### src/rtl/gamma_plane_packer_pkg.sv
// Shared constants for the gamma plane packer: default widths, plane index
// encoding, assembler states and the packed pixel width helper.
package gamma_plane_packer_pkg;

  localparam int GPP_DATA_WIDTH  = 10;
  localparam int GPP_CPSEL_WIDTH = 2;
  localparam int GPP_NUM_CP      = 3;
  localparam int GPP_FIFO_DEPTH  = 8;

  localparam int CP0 = 0;
  localparam int CP1 = 1;
  localparam int CP2 = 2;

  typedef enum logic {
    ASM_IDLE    = 1'b0,
    ASM_COLLECT = 1'b1
  } asm_state_e;

  // Packed pixel width, kept in step with the gamma corrector configuration.
  function automatic int pix_width(input int num_cp, input int data_width);
    return num_cp * data_width;
  endfunction

endpackage

### src/rtl/gamma_plane_packer_if.sv
// Plane input stream from the gamma corrector and pixel output stream toward
// the output formatter.
interface gamma_plane_packer_if #(
  parameter int DATA_WIDTH  = gamma_plane_packer_pkg::GPP_DATA_WIDTH,
  parameter int NUM_CP      = gamma_plane_packer_pkg::GPP_NUM_CP,
  parameter int CPSEL_WIDTH = gamma_plane_packer_pkg::GPP_CPSEL_WIDTH
);

  logic                         inpvalid;
  logic [DATA_WIDTH-1:0]        din;
  logic [CPSEL_WIDTH-1:0]       cpsel;
  logic                         pix_ready;
  logic                         pix_valid;
  logic [NUM_CP*DATA_WIDTH-1:0] pix_data;

  modport master (
    output inpvalid, din, cpsel, pix_ready,
    input  pix_valid, pix_data
  );

  modport slave (
    input  inpvalid, din, cpsel, pix_ready,
    output pix_valid, pix_data
  );

endinterface

### src/rtl/gamma_plane_packer_pix_sync_fifo.sv
// Single-clock first-word-fall-through FIFO with a registered head word.
// A push into a full FIFO is ignored unless a pop happens in the same cycle.
module gamma_plane_packer_pix_sync_fifo #(
  parameter int WIDTH = 30,
  parameter int DEPTH = 8
) (
  input  logic                     clk,
  input  logic                     rstn,
  input  logic                     push,
  input  logic                     pop,
  input  logic [WIDTH-1:0]         wdata,
  output logic [WIDTH-1:0]         rdata,
  output logic                     full,
  output logic                     empty,
  output logic [$clog2(DEPTH):0]   count
);

  localparam int AW = $clog2(DEPTH);

  logic [WIDTH-1:0] mem [DEPTH];
  logic [AW:0]      wr_ptr;
  logic [AW:0]      rd_ptr;
  logic [AW:0]      rd_next;
  logic             do_pop;
  logic             do_push;

  assign empty   = (wr_ptr == rd_ptr);
  assign full    = (wr_ptr[AW-1:0] == rd_ptr[AW-1:0]) && (wr_ptr[AW] != rd_ptr[AW]);
  assign count   = wr_ptr - rd_ptr;
  assign do_pop  = pop & ~empty;
  assign do_push = push & (~full | do_pop);
  assign rd_next = rd_ptr + {{AW{1'b0}}, do_pop};

  always_ff @(posedge clk) begin
    if (do_push) begin
      mem[wr_ptr[AW-1:0]] <= wdata;
    end
  end

  always_ff @(posedge clk or negedge rstn) begin
    if (!rstn) begin
      wr_ptr <= '0;
      rd_ptr <= '0;
    end else begin
      if (do_push) begin
        wr_ptr <= wr_ptr + 1'b1;
      end
      rd_ptr <= rd_next;
    end
  end

  // Head register tracks the entry at the post-pop read pointer; when that
  // slot is being written this cycle the incoming word goes straight in.
  always_ff @(posedge clk or negedge rstn) begin
    if (!rstn) begin
      rdata <= '0;
    end else if (do_push && (wr_ptr[AW-1:0] == rd_next[AW-1:0])) begin
      rdata <= wdata;
    end else if (do_pop) begin
      rdata <= mem[rd_next[AW-1:0]];
    end
  end

endmodule

### src/rtl/gamma_plane_packer.sv
// Reassembles serial colour planes into parallel pixels, queues them in a
// pixel FIFO and flags plane-order errors and dropped pixels.
//
//   state       | meaning
//   ASM_IDLE    | waiting for plane 0 of a new pixel
//   ASM_COLLECT | plane 0..k-1 held, expecting plane k (k_q)
module gamma_plane_packer
  import gamma_plane_packer_pkg::*;
#(
  parameter int DATA_WIDTH  = GPP_DATA_WIDTH,
  parameter int NUM_CP      = GPP_NUM_CP,
  parameter int CPSEL_WIDTH = GPP_CPSEL_WIDTH,
  parameter int FIFO_DEPTH  = GPP_FIFO_DEPTH
) (
  input  logic                          clk,
  input  logic                          rstn,
  input  logic                          ce,
  input  logic                          ovf_clr,
  gamma_plane_packer_if.slave           bus,
  output logic                          seq_err,
  output logic                          overflow,
  output logic [$clog2(FIFO_DEPTH):0]   fill
);

  localparam int PIX_W  = pix_width(NUM_CP, DATA_WIDTH);
  localparam int PART_W = (NUM_CP - 1) * DATA_WIDTH;

  localparam logic [CPSEL_WIDTH-1:0] IDX_FIRST  = CPSEL_WIDTH'(CP0);
  localparam logic [CPSEL_WIDTH-1:0] IDX_SECOND = CPSEL_WIDTH'(CP1);
  localparam logic [CPSEL_WIDTH-1:0] IDX_LAST   = CPSEL_WIDTH'(NUM_CP - 1);

  asm_state_e             state_q;
  asm_state_e             state_d;
  logic [CPSEL_WIDTH-1:0] k_q;
  logic [CPSEL_WIDTH-1:0] k_d;
  logic                   plane_vld;
  logic                   latch;
  logic                   push;
  logic [PART_W-1:0]      partial_q;
  logic                   fifo_pop;
  logic                   fifo_full;
  logic                   fifo_empty;
  logic                   drop;
  logic [PIX_W-1:0]       fifo_rdata;

  assign plane_vld = ce & bus.inpvalid;

  always_ff @(posedge clk or negedge rstn) begin
    if (!rstn) begin
      state_q <= ASM_IDLE;
      k_q     <= '0;
    end else begin
      state_q <= state_d;
      k_q     <= k_d;
    end
  end

  always_comb begin
    state_d = state_q;
    k_d     = k_q;
    latch   = 1'b0;
    push    = 1'b0;
    seq_err = 1'b0;
    if (plane_vld) begin
      case (state_q)
        ASM_IDLE: begin
          if (bus.cpsel == IDX_FIRST) begin
            latch   = 1'b1;
            state_d = ASM_COLLECT;
            k_d     = IDX_SECOND;
          end else begin
            seq_err = 1'b1;
          end
        end
        default: begin
          if (bus.cpsel == k_q) begin
            if (k_q == IDX_LAST) begin
              push    = 1'b1;
              state_d = ASM_IDLE;
              k_d     = '0;
            end else begin
              latch = 1'b1;
              k_d   = k_q + 1'b1;
            end
          end else if (bus.cpsel == IDX_FIRST) begin
            // Out-of-order plane 0 starts a fresh pixel rather than being lost.
            seq_err = 1'b1;
            latch   = 1'b1;
            k_d     = IDX_SECOND;
          end else begin
            seq_err = 1'b1;
            state_d = ASM_IDLE;
            k_d     = '0;
          end
        end
      endcase
    end
  end

  // Only planes 0..NUM_CP-2 are stored; the last plane joins the push directly.
  always_ff @(posedge clk or negedge rstn) begin
    if (!rstn) begin
      partial_q <= '0;
    end else begin
      for (int i = 0; i < NUM_CP - 1; i++) begin
        if (latch && (bus.cpsel == CPSEL_WIDTH'(i))) begin
          partial_q[i*DATA_WIDTH +: DATA_WIDTH] <= bus.din;
        end
      end
    end
  end

  assign fifo_pop = ce & bus.pix_ready & ~fifo_empty;
  assign drop     = push & fifo_full & ~fifo_pop;

  always_ff @(posedge clk or negedge rstn) begin
    if (!rstn) begin
      overflow <= 1'b0;
    end else if (drop) begin
      overflow <= 1'b1;
    end else if (ce && ovf_clr) begin
      overflow <= 1'b0;
    end
  end

  gamma_plane_packer_pix_sync_fifo #(
    .WIDTH (PIX_W),
    .DEPTH (FIFO_DEPTH)
  ) u_fifo (
    .clk   (clk),
    .rstn  (rstn),
    .push  (push),
    .pop   (fifo_pop),
    .wdata ({bus.din, partial_q}),
    .rdata (fifo_rdata),
    .full  (fifo_full),
    .empty (fifo_empty),
    .count (fill)
  );

  assign bus.pix_valid = ~fifo_empty;
  assign bus.pix_data  = fifo_rdata;

endmodule
### src/flat_wrapper.sv
// flat-port wrapper written by rule: the top's interface ports become plain ports
module gamma_plane_packer_flat import gamma_plane_packer_pkg::*;
#(
  parameter int DATA_WIDTH  = GPP_DATA_WIDTH,
  parameter int NUM_CP      = GPP_NUM_CP,
  parameter int CPSEL_WIDTH = GPP_CPSEL_WIDTH,
  parameter int FIFO_DEPTH  = GPP_FIFO_DEPTH
)
  (clk, rstn, ce, ovf_clr, seq_err, overflow, fill, bus_inpvalid, bus_din, bus_cpsel, bus_pix_ready, bus_pix_valid, bus_pix_data);
  gamma_plane_packer_if #(.DATA_WIDTH(DATA_WIDTH), .NUM_CP(NUM_CP), .CPSEL_WIDTH(CPSEL_WIDTH)) bus_i ();
  input  logic clk;
  input  logic rstn;
  input  logic ce;
  input  logic ovf_clr;
  output logic seq_err;
  output logic overflow;
  output logic [$clog2(FIFO_DEPTH):0] fill;
  input wire logic [$bits(bus_i.inpvalid)-1:0] bus_inpvalid;
  input wire logic [$bits(bus_i.din)-1:0] bus_din;
  input wire logic [$bits(bus_i.cpsel)-1:0] bus_cpsel;
  input wire logic [$bits(bus_i.pix_ready)-1:0] bus_pix_ready;
  output wire logic [$bits(bus_i.pix_valid)-1:0] bus_pix_valid;
  output wire logic [$bits(bus_i.pix_data)-1:0] bus_pix_data;
  assign bus_i.inpvalid = bus_inpvalid;
  assign bus_i.din = bus_din;
  assign bus_i.cpsel = bus_cpsel;
  assign bus_i.pix_ready = bus_pix_ready;
  assign bus_pix_valid = bus_i.pix_valid;
  assign bus_pix_data = bus_i.pix_data;
  gamma_plane_packer #(.DATA_WIDTH(DATA_WIDTH), .NUM_CP(NUM_CP), .CPSEL_WIDTH(CPSEL_WIDTH), .FIFO_DEPTH(FIFO_DEPTH)) u_core (.clk(clk), .rstn(rstn), .ce(ce), .ovf_clr(ovf_clr), .bus(bus_i), .seq_err(seq_err), .overflow(overflow), .fill(fill));
endmodule
### config.mk
export PLATFORM = sky130hd
export DESIGN_NAME = gamma_plane_packer_flat
export DESIGN_NICKNAME = d
export VERILOG_FILES = /design/src/rtl/gamma_plane_packer_pkg.sv /design/src/rtl/gamma_plane_packer_if.sv /design/src/rtl/gamma_plane_packer_pix_sync_fifo.sv /design/src/rtl/gamma_plane_packer.sv /design/src/flat_wrapper.sv
export SDC_FILE = /design/constraint.sdc
export NUM_CORES = 1
export LEC_CHECK = 0
export BUFFER_PORTS_ARGS = -buffer_cell sky130_fd_sc_hd__buf_2
export CORE_MARGIN = 2
export CORE_UTILIZATION = 60
export DETAILED_ROUTE_END_ITERATION = 16
export PLACE_DENSITY = 0.78
export SLEW_MARGIN = 20
export SYNTH_ARGS = -nofsm -noshare
export SYNTH_HDL_FRONTEND = slang
export SYNTH_SLANG_ARGS = --single-unit
### constraint.sdc
create_clock -name clk -period 11.7 [get_ports clk]
set_input_delay 2.34 -clock clk [delete_from_list [all_inputs] [get_ports clk]]
set_output_delay 2.34 -clock clk [all_outputs]
set_load 0.02 [all_outputs]
==> flow_summary.rst, run 1 <==
.. list-table::
   :header-rows: 1

   * - Metric
     - Value
   * - Result of the run
     - completed
   * - Pwr per Cell Area
     - 236 mW/mm^2
   * - Share of the cycle needed by the critical path after routing
     - 0.482
   * - CTS Buffer Depth
     - 3
   * - Pin count of the biggest net entering global routing
     - 63
   * - Slew Limit Fails
     - 0
   * - Post-Route WL
     - 24100 um
   * - Number of max-cap violations
     - 0
   * - Combinational fraction of design power
     - 0.309
   * - Share of post-route cells with drive strength above 1
     - 0.352
   * - Core region area
     - 0.0203 mm^2
   * - Timing startpoint of the critical path
     - bus_cpsel[0]
   * - Via count of the routed design
     - 5776
   * - Avg WL per Cell
     - 25.6 um
   * - Sinks on Clock Net
     - 302
   * - Input/output buffers
     - 54
   * - Setup fix buffers added after clock tree synthesis
     - 0
   * - Total count of hold-check failures in the final report
     - 0
   * - Die outline area
     - 0.0219 mm^2
   * - Timing-limited maximum frequency
     - 177 MHz
   * - Count of nets left with antenna violations after detail routing
     - 0
   * - Die H
     - 148 um
   * - Fill cell count
     - 1290
   * - Portion of total power attributed to the clock network
     - 0.275
   * - Clk_skew
     - 8.38 ps
   * - Final total negative setup slack
     - 0 ps
   * - Largest fanout on the critical path
     - 5
   * - Number of buffers added to fix hold violations after cts
     - 0
   * - Standard cell with the maximum stage delay on the critical path
     - sky130_fd_sc_hd__a221oi_1
   * - Sequential area share after synthesis
     - 0.703
   * - Total nets after synthesis
     - 601
   * - Vias in the first global route
     - 6147
   * - Sw Share
     - 0.279
   * - Std cell rows
     - 52
   * - Largest vdd supply drop
     - 0.000159 V
   * - Internal power component
     - 2.38 mW
   * - Startpoint of the worst hold path
     - u_core.overflow
   * - Total leakage power
     - 5.25 nW
   * - Initial Utilization
     - 0.614
   * - CTS tree
     - yes
   * - Total of cells resized after clock tree synthesis
     - 0
   * - Number of cells produced by synthesis
     - 576
   * - Top-level I/O count
     - 55
   * - Highest-count cells in the layout ignoring fill and taps
     - sky130_fd_sc_hd__edfxtp_1, sky130_fd_sc_hd__dfrtp_1, sky130_fd_sc_hd__mux4_1
   * - GRT Resource Usage Total
     - 0.227
   * - Delay of the slowest cell on the worst path
     - 250 ps
   * - CP Capture Type
     - primary output
   * - Hold Slack
     - 493 ps
   * - Setup repair after global routing missed its margin
     - no
   * - Final nets
     - 673
   * - Deepest level of the CTS H-tree
     - 1
   * - Clock latency at the later pin of the worst-skew pair
     - 540 ps
   * - Mapped cell area
     - 0.0125 mm^2
   * - Sequential share of power
     - 0.417
   * - Number of antenna violations at the first check in global routing
     - 0
   * - Total clock buffers created by CTS
     - 29
   * - Minimum period implied by the final worst setup slack
     - 5630 ps
   * - Count of yosys warnings during synthesis
     - 0
   * - Worst endpoint data arrival time
     - 3290 ps
   * - Library cells used by synthesis
     - 31
   * - Number of DRC markers in iteration 0
     - 433
   * - Sort of element at the start of the critical path
     - input port
   * - Area taken by multi-input logic gates
     - 0.00357 mm^2
   * - Worst-margin pin slew
     - 1080 ps
   * - Critical Setup Path Class
     - in -> out
   * - Max-slew headroom at the worst pin
     - 0.283
   * - P_sw
     - 0.921 mW
   * - Startpoint of the worst register-to-register path
     - u_core.u_fifo.wr_ptr[0]
   * - Footprint of the flip-flops and latches
     - 0.00876 mm^2
   * - Tightest Hold Check Type
     - reg -> reg
   * - Vias per Instance
     - 6.14
   * - Clock root buffer
     - sky130_fd_sc_hd__clkbuf_16
   * - Diodes inserted
     - 0
   * - Data required time of the critical path
     - 9360 ps
   * - Number of register bits inferred by synthesis
     - 302
   * - Total half-perimeter wirelength after legalization and detailed placement
     - 13000 um
   * - Number of DRC violations after detailed routing
     - 0
   * - Chip width
     - 148 um
   * - Most frequent standard cell in the layout excluding fill and tap cells
     - sky130_fd_sc_hd__edfxtp_1
   * - Wire length of the first global-routing pass
     - 37000 um
   * - Average instance area after synthesis
     - 21.6 um^2
   * - Global-route congestion overflow total
     - 0
   * - Most common cell on crit path
     - sky130_fd_sc_hd__buf_2
   * - Total setup violations reported at the end of the flow
     - 0
   * - Drt pass-1 iters
     - 5
   * - Clk slew on worst S/H paths
     - 60 ps
   * - Final GP Congestion
     - 0.746
   * - Ordered cell list for the critical path
     - buf_2 -> nand4bb_1 -> o21ai_0 -> a221oi_1 -> buf_2
   * - Area added between synthesis and finish
     - 12.4%
sequential cells by signal (all words and copies together), names as in the netlist:
name,flops
u_core.u_fifo.rdata,30
u_core.u_fifo.wr_ptr,4
u_core.partial_q,20
u_core.overflow,1
u_core.u_fifo.rd_ptr,4
u_core.state_q,1
u_core.u_fifo.mem,240
u_core.k_q,2
critical path: cells and delay by family:
family                 cells  cell delay [ps]
AOI/OAI and AO/OA          2              390
buffers and inverters      2              340
and+or+nand+nor            1              230
final cells by class:
type | instances | area share
sequential | 302 | 0.625
multi-input combinational | 237 | 0.255
clock buffer | 44 | 0.0594
timing repair buffer | 68 | 0.0268
tap | 270 | 0.0241
clock inverter | 9 | 0.00697
inverter | 10 | 0.00268
cells by family after synthesis:
| group | synth area share |
|---|---|
| simple gates | 0.0129 |
| flops | 0.703 |
| fa+ha+maj | 0.00763 |
| compound gates | 0.00843 |
| xor+xnor | 0.00914 |
| buf+inv | 0.0160 |
| mux | 0.243 |
worst paths after layout:
| check | endpoint | slack, ps | cells past startpoint |
|---|---|---|---|
| worst max-delay path | seq_err | 6070 | 5 |
| worst max register to register | u_core.u_fifo.rdata[14] | 6790 | 10 |
| worst min register to register | u_core.overflow | 490 | 2 |
| worst min-delay path | u_core.overflow | 490 | 2 |
| min in group asynchronous | u_core.overflow | 1990 | 2 |
| max in group asynchronous | u_core.state_q | 9080 | 2 |
Yosys cell counts:
| cell type | count | share of area |
|---|---|---|
| sky130_fd_sc_hd__dfrtp_1 | 62 | 0.12 |
| sky130_fd_sc_hd__mux2_4 | 58 | 0.070 |
| sky130_fd_sc_hd__fa_1 | 1 | 0.0016 |
| sky130_fd_sc_hd__inv_1 | 10 | 0.0030 |
| sky130_fd_sc_hd__a21oi_1 | 3 | 0.0012 |
| sky130_fd_sc_hd__mux4_1 | 59 | 0.12 |
| sky130_fd_sc_hd__clkbuf_1 | 14 | 0.0042 |
| sky130_fd_sc_hd__nand4_1 | 1 | 0.00050 |
| sky130_fd_sc_hd__a221oi_1 | 1 | 0.00070 |
| sky130_fd_sc_hd__and3_1 | 1 | 0.00050 |
| sky130_fd_sc_hd__nand4_2 | 1 | 0.0010 |
| sky130_fd_sc_hd__or4_1 | 1 | 0.00060 |
| sky130_fd_sc_hd__nand3_1 | 4 | 0.0016 |
| sky130_fd_sc_hd__a21o_1 | 2 | 0.0012 |
| sky130_fd_sc_hd__mux2_2 | 52 | 0.047 |
| sky130_fd_sc_hd__nand2b_1 | 1 | 0.00050 |
| sky130_fd_sc_hd__mux4_2 | 1 | 0.0018 |
| sky130_fd_sc_hd__nor2_1 | 7 | 0.0021 |
| sky130_fd_sc_hd__xnor2_1 | 10 | 0.0070 |
| sky130_fd_sc_hd__o31ai_1 | 1 | 0.00060 |
| sky130_fd_sc_hd__xor2_1 | 3 | 0.0021 |
| sky130_fd_sc_hd__buf_6 | 7 | 0.0063 |
| sky130_fd_sc_hd__o21bai_1 | 1 | 0.00060 |
| sky130_fd_sc_hd__edfxtp_1 | 240 | 0.58 |
| sky130_fd_sc_hd__o21ai_0 | 5 | 0.0020 |
| sky130_fd_sc_hd__nand4bb_1 | 1 | 0.00090 |
| sky130_fd_sc_hd__a311oi_4 | 1 | 0.0021 |
| sky130_fd_sc_hd__nand2_1 | 13 | 0.0039 |
| sky130_fd_sc_hd__ha_1 | 6 | 0.0060 |
| sky130_fd_sc_hd__buf_2 | 6 | 0.0024 |
| sky130_fd_sc_hd__nor3_1 | 3 | 0.0012 |
metal layers:
metal	share of wire	global-route usage	up-vias
met5	0	0	-
li1	-	-	2511
met2	0.53	0.396	142
met1	0.42	0.310	3089
met4	0.016	0.0510	0
met3	0.037	0.0307	34
per-stage QoR:
stage	area (um^2)	worst slack (ps)	power, mW	util	cells
3_5_place_dp	13100	5570	2.42	0.644	887
3_3_place_gp	13100	5660	2.38	0.644	887
2_1_floorplan	12500	5970	2.18	-	576
6_report	14000	6070	3.30	0.690	940
4_1_cts	14000	6070	3.33	0.690	940
5_1_grt	14000	5920	3.44	0.690	940
power by group through the flow:
stage	clock, mW	combinational [mW]	sequential, mW
after global placement	0	0.994	1.39
after global routing	0.966	1.09	1.39
after floorplan	0	0.763	1.42
after detailed placement	0	1.02	1.40
final	0.908	1.02	1.38
after CTS	0.922	1.03	1.38
(Power assumes the default switching activity.)
==> run 2, diff against run 1 <==
--- a/config.mk
+++ b/config.mk
@@ -5,11 +5,12 @@
 export SDC_FILE = /design/constraint.sdc
 export NUM_CORES = 1
 export LEC_CHECK = 0
+export ABC_AREA = 1
 export BUFFER_PORTS_ARGS = -buffer_cell sky130_fd_sc_hd__buf_2
 export CORE_MARGIN = 2
-export CORE_UTILIZATION = 60
+export CORE_UTILIZATION = 56
 export DETAILED_ROUTE_END_ITERATION = 16
-export PLACE_DENSITY = 0.78
+export PLACE_DENSITY = 0.76
 export SLEW_MARGIN = 20
 export SYNTH_ARGS = -nofsm -noshare
 export SYNTH_HDL_FRONTEND = slang
==> constraint.sdc (replaced) <==
create_clock -name clk -period 5 [get_ports clk]
set_input_delay 1 -clock clk [delete_from_list [all_inputs] [get_ports clk]]
set_output_delay 1 -clock clk [all_outputs]
set_load 0.02 [all_outputs]
==> flow_summary.rst, run 2 <==
.. list-table::
   :header-rows: 1

   * - Metric
     - Value
   * - GRT Resource Usage Total
     - 0.267 (+0.0410)
   * - Vias per Instance
     - 5.46 (-11%)
   * - Drt pass-1 iters
     - 7 (+2)
   * - Clock latency at the later pin of the worst-skew pair
     - 560 ps (+20 ps)
   * - Most used flip-flop cell after synthesis
     - sky130_fd_sc_hd__edfxtp_1
   * - Standard cell with the maximum stage delay on the critical path
     - sky130_fd_sc_hd__clkinv_2
   * - Total half-perimeter wirelength after legalization and detailed placement
     - 19300 um (+48%)
   * - Number of cells produced by synthesis
     - 1357 (+140%)
   * - CP Capture Type
     - flop
   * - CTS Buffer Depth
     - 3 (unchanged)
   * - Number of buffers added to fix hold violations after cts
     - 0 (unchanged)
   * - Via count of the routed design
     - 9487 (+64%)
   * - Wire length of the first global-routing pass
     - 50300 um (+36%)
   * - Input/output buffers
     - 54 (unchanged)
   * - Minimum period implied by the final worst setup slack
     - 4330 ps
   * - Ordered cell list for the critical path
     - ha_1 -> nand2_1 -> nor2_2 -> a21oi_4 -> ha_4 -> ha_2 -> buf_4 -> clkinv_2 -> nand3_1 -> nand2_1 -> nand2_1 -> nand2_1 -> nand3_1 -> nand3_1
   * - Max-slew headroom at the worst pin
     - 0.326 (+0.0423)
   * - Largest fanout on the critical path
     - 62 (+57)
   * - Startpoint of the worst register-to-register path
     - u_core.u_fifo.wr_ptr[2]
   * - Count of yosys warnings during synthesis
     - 0 (unchanged)
   * - Timing startpoint of the critical path
     - u_core.u_fifo.wr_ptr[2]
   * - Die H
     - 158 um (+6.5%)
   * - Number of DRC violations after detailed routing
     - 0 (unchanged)
   * - Dominant cell type by area after synthesis
     - sky130_fd_sc_hd__edfxtp_1
   * - Total leakage power
     - 6.84 nW (+30%)
   * - Pwr per Cell Area
     - 572 mW/mm^2 (+140%)
   * - Tightest Hold Check Type
     - in -> async
   * - Portion of synthesized cell area occupied by the leading cell type
     - 0.545 (-0.0338)
   * - Slew Limit Fails
     - 0 (unchanged)
   * - Timing-limited maximum frequency
     - 231 MHz
   * - Reg2reg end
     - u_core.u_fifo.rdata[13]
   * - Number of DRC markers in iteration 0
     - 895 (+110%)
   * - Critical Setup Path Class
     - reg -> reg
   * - Worst-margin pin slew
     - 1010 ps (-66.4 ps)
   * - Fraction of registers with async set or reset after synthesis
     - 0.205 (unchanged)
   * - Final GP Congestion
     - 0.848 (+14%)
   * - Worst-case reg-to-reg path depth
     - 14 (+4)
   * - Largest vdd supply drop
     - 0.000352 V (+120%)
   * - Result of the run
     - completed
   * - Deepest level of the CTS H-tree
     - 1 (unchanged)
   * - Share of post-route cells with drive strength above 1
     - 0.107 (-0.246)
   * - Most common cell on crit path
     - sky130_fd_sc_hd__nand2_1
   * - Number of register bits inferred by synthesis
     - 302 (unchanged)
   * - Number of max-cap violations
     - 0 (unchanged)
   * - Total of cells resized after clock tree synthesis
     - 0 (unchanged)
   * - Total setup violations reported at the end of the flow
     - 0 (unchanged)
   * - Cell types with the highest counts after synthesis
     - sky130_fd_sc_hd__nand2_1, sky130_fd_sc_hd__edfxtp_1, sky130_fd_sc_hd__nand3_1
   * - Avg WL per Cell
     - 18.7 um (-27%)
   * - Average instance area after synthesis
     - 9.75 um^2 (-55%)
   * - Total chip power
     - 8.51 mW (+160%)
   * - Count of flip-flops with a built-in enable after synthesis
     - 240 (unchanged)
   * - Std cell rows
     - 56 (+7.7%)
   * - Hold Slack
     - 414 ps (-79.4 ps)
   * - Clk slew on worst S/H paths
     - 60 ps (about the same)
   * - Mapped cell area
     - 0.0132 mm^2 (+6.2%)
   * - Total clock buffers created by CTS
     - 30 (+3.4%)
   * - Global-route congestion overflow total
     - 0 (unchanged)
   * - Biggest area contributors in the synthesized netlist
     - sky130_fd_sc_hd__edfxtp_1, sky130_fd_sc_hd__nand2_1, sky130_fd_sc_hd__dfrtp_1
   * - Chip width
     - 158 um (+6.5%)
   * - Delay of the slowest cell on the worst path
     - 970 ps (+720 ps)
   * - Total nets after synthesis
     - 1382 (+130%)
   * - Sequential area share after synthesis
     - 0.662 (-0.0411)
   * - Post-Route WL
     - 32400 um (+35%)
   * - Diodes inserted
     - 0 (unchanged)
   * - Die outline area
     - 0.0249 mm^2 (+13%)
   * - Vias in the first global route
     - 9317 (+52%)
   * - Library cells used by synthesis
     - 27 (-13%)
   * - Highest-count cells in the layout ignoring fill and taps
     - sky130_fd_sc_hd__nand2_1, sky130_fd_sc_hd__edfxtp_1, sky130_fd_sc_hd__nand3_1
   * - Cell with the most instances after synthesis
     - sky130_fd_sc_hd__nand2_1
   * - Clock root buffer
     - sky130_fd_sc_hd__clkbuf_16
   * - Most frequent standard cell in the layout excluding fill and tap cells
     - sky130_fd_sc_hd__nand2_1
   * - Sort of element at the start of the critical path
     - flop
   * - Area added between synthesis and finish
     - 12.4% (about the same)
   * - Pin count of the biggest net entering global routing
     - 90 (+43%)
   * - Worst endpoint data arrival time
     - 4750 ps (+1460 ps)
   * - Total count of hold-check failures in the final report
     - 0 (unchanged)
   * - Final total negative setup slack
     - 0 ps (unchanged)
   * - Top-level I/O count
     - 55 (unchanged)
   * - Setup fix buffers added after clock tree synthesis
     - 0 (unchanged)
   * - Capture point of the worst path
     - u_core.u_fifo.rdata[13]
   * - Sinks on Clock Net
     - 302 (unchanged)
   * - CTS tree
     - yes
   * - Number of antenna violations at the first check in global routing
     - 0 (unchanged)
   * - Final nets
     - 1418 (+110%)
   * - Clk_skew
     - 18.2 ps (+9.84 ps)
   * - Core region area
     - 0.0233 mm^2 (+15%)
   * - Minimum setup slack among reg-to-reg paths
     - 670 ps (-6120 ps)
   * - Initial Utilization
     - 0.567 (-0.0467)
   * - Flip-flop count of the largest register after layout
     - 240 (unchanged)
   * - Count of nets left with antenna violations after detail routing
     - 0 (unchanged)
   * - Share of the cycle needed by the critical path after routing
     - 0.866
   * - Setup repair after global routing missed its margin
     - no
   * - Data required time of the critical path
     - 5420 ps (-3940 ps)
[run 2: cell types whose count changed in the layout (fill, tap and decap cells not counted), moves of 7 or more]
cell	change
sky130_fd_sc_hd__inv_1	+193
sky130_fd_sc_hd__clkbuf_1	-10
sky130_fd_sc_hd__clkbuf_16	+7
sky130_fd_sc_hd__mux4_1	-59
sky130_fd_sc_hd__nand3_1	+209
sky130_fd_sc_hd__nor3_2	+7
sky130_fd_sc_hd__nand2_1	+488
sky130_fd_sc_hd__mux2_2	-52
sky130_fd_sc_hd__mux2_4	-58
sky130_fd_sc_hd__o21ai_0	+19
[run 2: cells by family after synthesis]
kind of cell	share of synthesized area
AO/OA/AOI/OAI	0.0124
AND/OR/NAND/NOR	0.229
buffers and inverters	0.0833
XOR/XNOR	0.00586
adder cells (fa/ha/maj)	0.00719
flip-flops	0.662
[run 2: worst min-delay path by stage]
| stage | endpoint | from | cells past startpoint | slack (ps) |
|---|---|---|---|---|
| after floorplan | u_core.k_q[1] | u_core.k_q[1] | 2 | 460 |
| after global placement | u_core.overflow | u_core.overflow | 2 | 480 |
| after detailed placement | u_core.overflow | u_core.overflow | 2 | 480 |
| after CTS | u_core.overflow | u_core.overflow | 2 | 490 |
| after global routing | u_core.u_fifo.rdata[19] | rstn | 1 | 420 |
| final | u_core.u_fifo.rdata[19] | rstn | 1 | 410 |
[run 2: metal layers]
| metal | global-route usage | wire (um) | share of wire | vias to the layer above |
|---|---|---|---|---|
| met5 | 0 | 0 | 0 | - |
| met4 | 0.118 | 1340 | 0.041 | 0 |
| met3 | 0.0501 | 3040 | 0.094 | 96 |
| met2 | 0.446 | 15700 | 0.48 | 487 |
| met1 | 0.344 | 12300 | 0.38 | 4486 |
| li1 | - | - | - | 4418 |
[run 2: area by class of cell]
cell class                      instances  area (um^2)
Clock buffer                           40          956
Clock inverter                         16          109
Fill cell                            1816         8450
Inverter                              207          779
Multi-Input combinational cell        778         3440
Sequential cell                       302         8760
Tap cell                              319          399
Timing Repair Buffer                   74          433
[run 2: through the flow]
step / instance area [um^2] / setup WS, ps / std cells / util
final: 14900 / 671 / 1736 / 0.638
after global routing: 14900 / 372 / 1736 / 0.638
after CTS: 14900 / 1140 / 1735 / 0.637
after detailed placement: 13800 / 1090 / 1679 / 0.591
after global placement: 13800 / 1120 / 1679 / 0.591
after floorplan: 13200 / 785 / 1357 / -
[run 2: report_power, final]
part | total (mW) | internal (mW) | leakage [nW] | switching, mW
registers | 3.19 | 2.96 | 2.96 | 0.229
logic | 2.99 | 0.879 | 3.35 | 2.11
clock network | 2.34 | 1.35 | 0.527 | 0.984
[run 2: critical path, delay by kind of cell, from the launching register on]
| family | cells | cell delay [ps] |
|---|---|---|
| compound gates | 1 | 90 |
| fa+ha+maj | 3 | 910 |
| buf+inv | 2 | 1570 |
| flops | 1 | 500 |
| simple gates | 8 | 1030 |
==> run 3, diff against run 2 <==
--- a/config.mk
+++ b/config.mk
@@ -8,9 +8,10 @@
 export ABC_AREA = 1
 export BUFFER_PORTS_ARGS = -buffer_cell sky130_fd_sc_hd__buf_2
 export CORE_MARGIN = 2
-export CORE_UTILIZATION = 56
+export CORE_UTILIZATION = 58
+export CTS_BUF_LIST = sky130_fd_sc_hd__clkbuf_2
 export DETAILED_ROUTE_END_ITERATION = 16
-export PLACE_DENSITY = 0.76
+export PLACE_DENSITY = 0.79
 export SLEW_MARGIN = 20
 export SYNTH_ARGS = -nofsm -noshare
 export SYNTH_HDL_FRONTEND = slang
==> flow_summary.rst, run 3 (same netlist as run 2, synthesis figures left out) <==
.. list-table::
   :header-rows: 1

   * - Metric
     - Value
   * - Result of the run
     - completed
   * - Number of max-cap violations
     - 0 (unchanged)
   * - Chip width
     - 155 um (-1.7%)
   * - Vias per Instance
     - 5.34 (-2.3%)
   * - Total clock buffers created by CTS
     - 75 (+150%)
   * - Setup repair after global routing missed its margin
     - no
   * - Global-route congestion overflow total
     - 0 (unchanged)
   * - GRT Resource Usage Total
     - 0.261 (-0.00668)
   * - Area added between synthesis and finish
     - 9.52%
   * - Pin count of the biggest net entering global routing
     - 104 (+16%)
   * - Clk_skew
     - 68.8 ps (+50.6 ps)
   * - Final total negative setup slack
     - 0 ps (unchanged)
   * - Fill cell count
     - 1711 (-5.8%)
   * - Drt pass-1 iters
     - 8 (+1)
   * - Critical Setup Path Class
     - reg -> reg
   * - Worst endpoint data arrival time
     - 4560 ps (-190 ps)
   * - Timing startpoint of the critical path
     - u_core.u_fifo.wr_ptr[2]
   * - Total of cells resized after clock tree synthesis
     - 0 (unchanged)
   * - Initial Utilization
     - 0.588 (+0.0209)
   * - Minimum period implied by the final worst setup slack
     - 3860 ps (-470 ps)
   * - Highest-count cells in the layout ignoring fill and taps
     - sky130_fd_sc_hd__nand2_1, sky130_fd_sc_hd__edfxtp_1, sky130_fd_sc_hd__nand3_1
   * - Count of nets left with antenna violations after detail routing
     - 0 (unchanged)
   * - Clock latency at the later pin of the worst-skew pair
     - 870 ps (+310 ps)
   * - Most frequent standard cell in the layout excluding fill and tap cells
     - sky130_fd_sc_hd__nand2_1
   * - Final core utilization
     - 0.644 (+0.00644)
   * - Die H
     - 155 um (-1.7%)
   * - Largest vdd supply drop
     - 0.000452 V (+28%)
   * - Worst-margin pin slew
     - 982 ps (-27.1 ps)
   * - Die outline area
     - 0.0240 mm^2 (-3.4%)
   * - Final GP Congestion
     - 0.797 (-6.1%)
   * - Deepest level of the CTS H-tree
     - 3 (+2)
   * - Largest fanout on the critical path
     - 35 (-44%)
   * - Vias in the first global route
     - 9312 (-0.054%)
   * - Avg WL per Cell
     - 17.0 um (-9.0%)
   * - Timing-limited maximum frequency
     - 259 MHz (+12%)
   * - Number of DRC markers in iteration 0
     - 896 (+0.11%)
   * - Post-Route WL
     - 30300 um (-6.4%)
   * - Top-level I/O count
     - 55 (unchanged)
   * - Total count of hold-check failures in the final report
     - 0 (unchanged)
   * - Input/output buffers
     - 54 (unchanged)
   * - Total half-perimeter wirelength after legalization and detailed placement
     - 16600 um (-14%)
   * - Capture point of the worst path
     - u_core.u_fifo.rdata[21]
   * - Number of DRC violations after detailed routing
     - 0 (unchanged)
   * - Clock root buffer
     - sky130_fd_sc_hd__clkbuf_2
   * - Sinks on Clock Net
     - 302 (unchanged)
   * - Final nets
     - 1464 (+3.2%)
   * - Core region area
     - 0.0225 mm^2 (-3.6%)
   * - Minimum setup slack among reg-to-reg paths
     - 1140 ps (+470 ps)
   * - CP Capture Type
     - flop
   * - Setup fix buffers added after clock tree synthesis
     - 0 (unchanged)
   * - Worst-case reg-to-reg path depth
     - 13 (-1)
   * - Via count of the routed design
     - 9538 (+0.54%)
   * - Sort of element at the start of the critical path
     - flop
   * - Reg2reg end
     - u_core.u_fifo.rdata[21]
   * - Tightest Hold Check Type
     - in -> async
   * - Flip-flop count of the largest register after layout
     - 240 (unchanged)
   * - CTS Buffer Depth
     - 3 (unchanged)
   * - CTS tree
     - yes
   * - Startpoint of the worst register-to-register path
     - u_core.u_fifo.wr_ptr[2]
   * - Number of antenna violations at the first check in global routing
     - 1 (+1)
   * - Number of buffers added to fix hold violations after cts
     - 0 (unchanged)
   * - Std cell rows
     - 55 (-1.8%)
   * - Data required time of the critical path
     - 5700 ps (+280 ps)
   * - Pwr per Cell Area
     - 534 mW/mm^2 (-6.7%)
   * - Max-slew headroom at the worst pin
     - 0.344 (+0.0181)
   * - Wire length of the first global-routing pass
     - 47800 um (-5.0%)
   * - Share of the cycle needed by the critical path after routing
     - 0.772 (-0.0939)
   * - Total leakage power
     - 6.87 nW (+0.47%)
   * - Total setup violations reported at the end of the flow
     - 0 (unchanged)
   * - Clk slew on worst S/H paths
     - 110 ps (+50 ps)
   * - Share of post-route cells with drive strength above 1
     - 0.145 (+0.0388)
   * - Slew Limit Fails
     - 0 (unchanged)
==> run 3: changes by cell type in the layout (fill, tap and decap cells not counted), sizes merged <==
cell / change
buf: +1
clkinv: +7
inv: -1
clkinvlp: -3
bufinv: +2
clkbuf: +77
diode: +1
==> run 3: layer usage <==
layer | track usage | up-vias | part of all wire
met5 | 0 | - | 0
met4 | 0.119 | 0 | 0.031
met3 | 0.0635 | 81 | 0.10
met2 | 0.418 | 486 | 0.48
met1 | 0.341 | 4408 | 0.39
li1 | - | 4563 | -
==> run 3: final cells by class <==
class / instances / area, um^2 / share of cell area
multi-input cells: 778 / 3440 / 0.238
repair buffers: 75 / 434 / 0.0300
flip-flops and latches: 302 / 8760 / 0.604
diodes: 1 / 2.50 / 0.000173
clock inverters: 21 / 133 / 0.00915
inverters: 207 / 781 / 0.0539
clock buffers: 117 / 586 / 0.0404
well taps: 285 / 357 / 0.0246
==> run 3: worst min-delay path by stage <==
stage	to	slack [ps]
after floorplan	u_core.k_q[1]	460
after global placement	u_core.k_q[0]	480
after detailed placement	u_core.k_q[1]	490
after CTS	u_core.u_fifo.rdata[12]	340
after global routing	u_core.u_fifo.rdata[18]	150
final	u_core.u_fifo.rdata[18]	170
==> run 3: worst max-delay path, stage by stage, from the launching register on <==
cell	delay, ps
sky130_fd_sc_hd__dfrtp_1	500
sky130_fd_sc_hd__ha_1	390
sky130_fd_sc_hd__nand2_1	90
sky130_fd_sc_hd__nor2_2	200
sky130_fd_sc_hd__a21oi_4	100
sky130_fd_sc_hd__ha_4	180
sky130_fd_sc_hd__ha_2	770
sky130_fd_sc_hd__xnor2_1	190
sky130_fd_sc_hd__nand2_1	80
sky130_fd_sc_hd__nor2_2	140
sky130_fd_sc_hd__nand2_2	450
sky130_fd_sc_hd__buf_4	440
sky130_fd_sc_hd__nand3_1	120
sky130_fd_sc_hd__nand3_1	100
==> run 3: stage by stage <==
stage / hold slack, ps / area, um^2 / worst slack (ps) / total power [mW] / cells
detailed placement: 487 / 13800 / 1080 / 6.08 / 1647
finish: 166 / 14500 / 1140 / 7.74 / 1786
floorplan: 464 / 13200 / 785 / 5.28 / 1357
CTS: 342 / 14500 / 1180 / 7.76 / 1785
global route: 146 / 14500 / 923 / 8.28 / 1786
global placement: 484 / 13800 / 1200 / 6.02 / 1647
==> run 3: report_power, final <==
| group | switching, mW | internal, mW |
|---|---|---|
| Combinational | 2.01 | 0.883 |
| Clock | 0.968 | 0.721 |
| Sequential | 0.205 | 2.95 |
| Total | 3.18 | 4.56 |
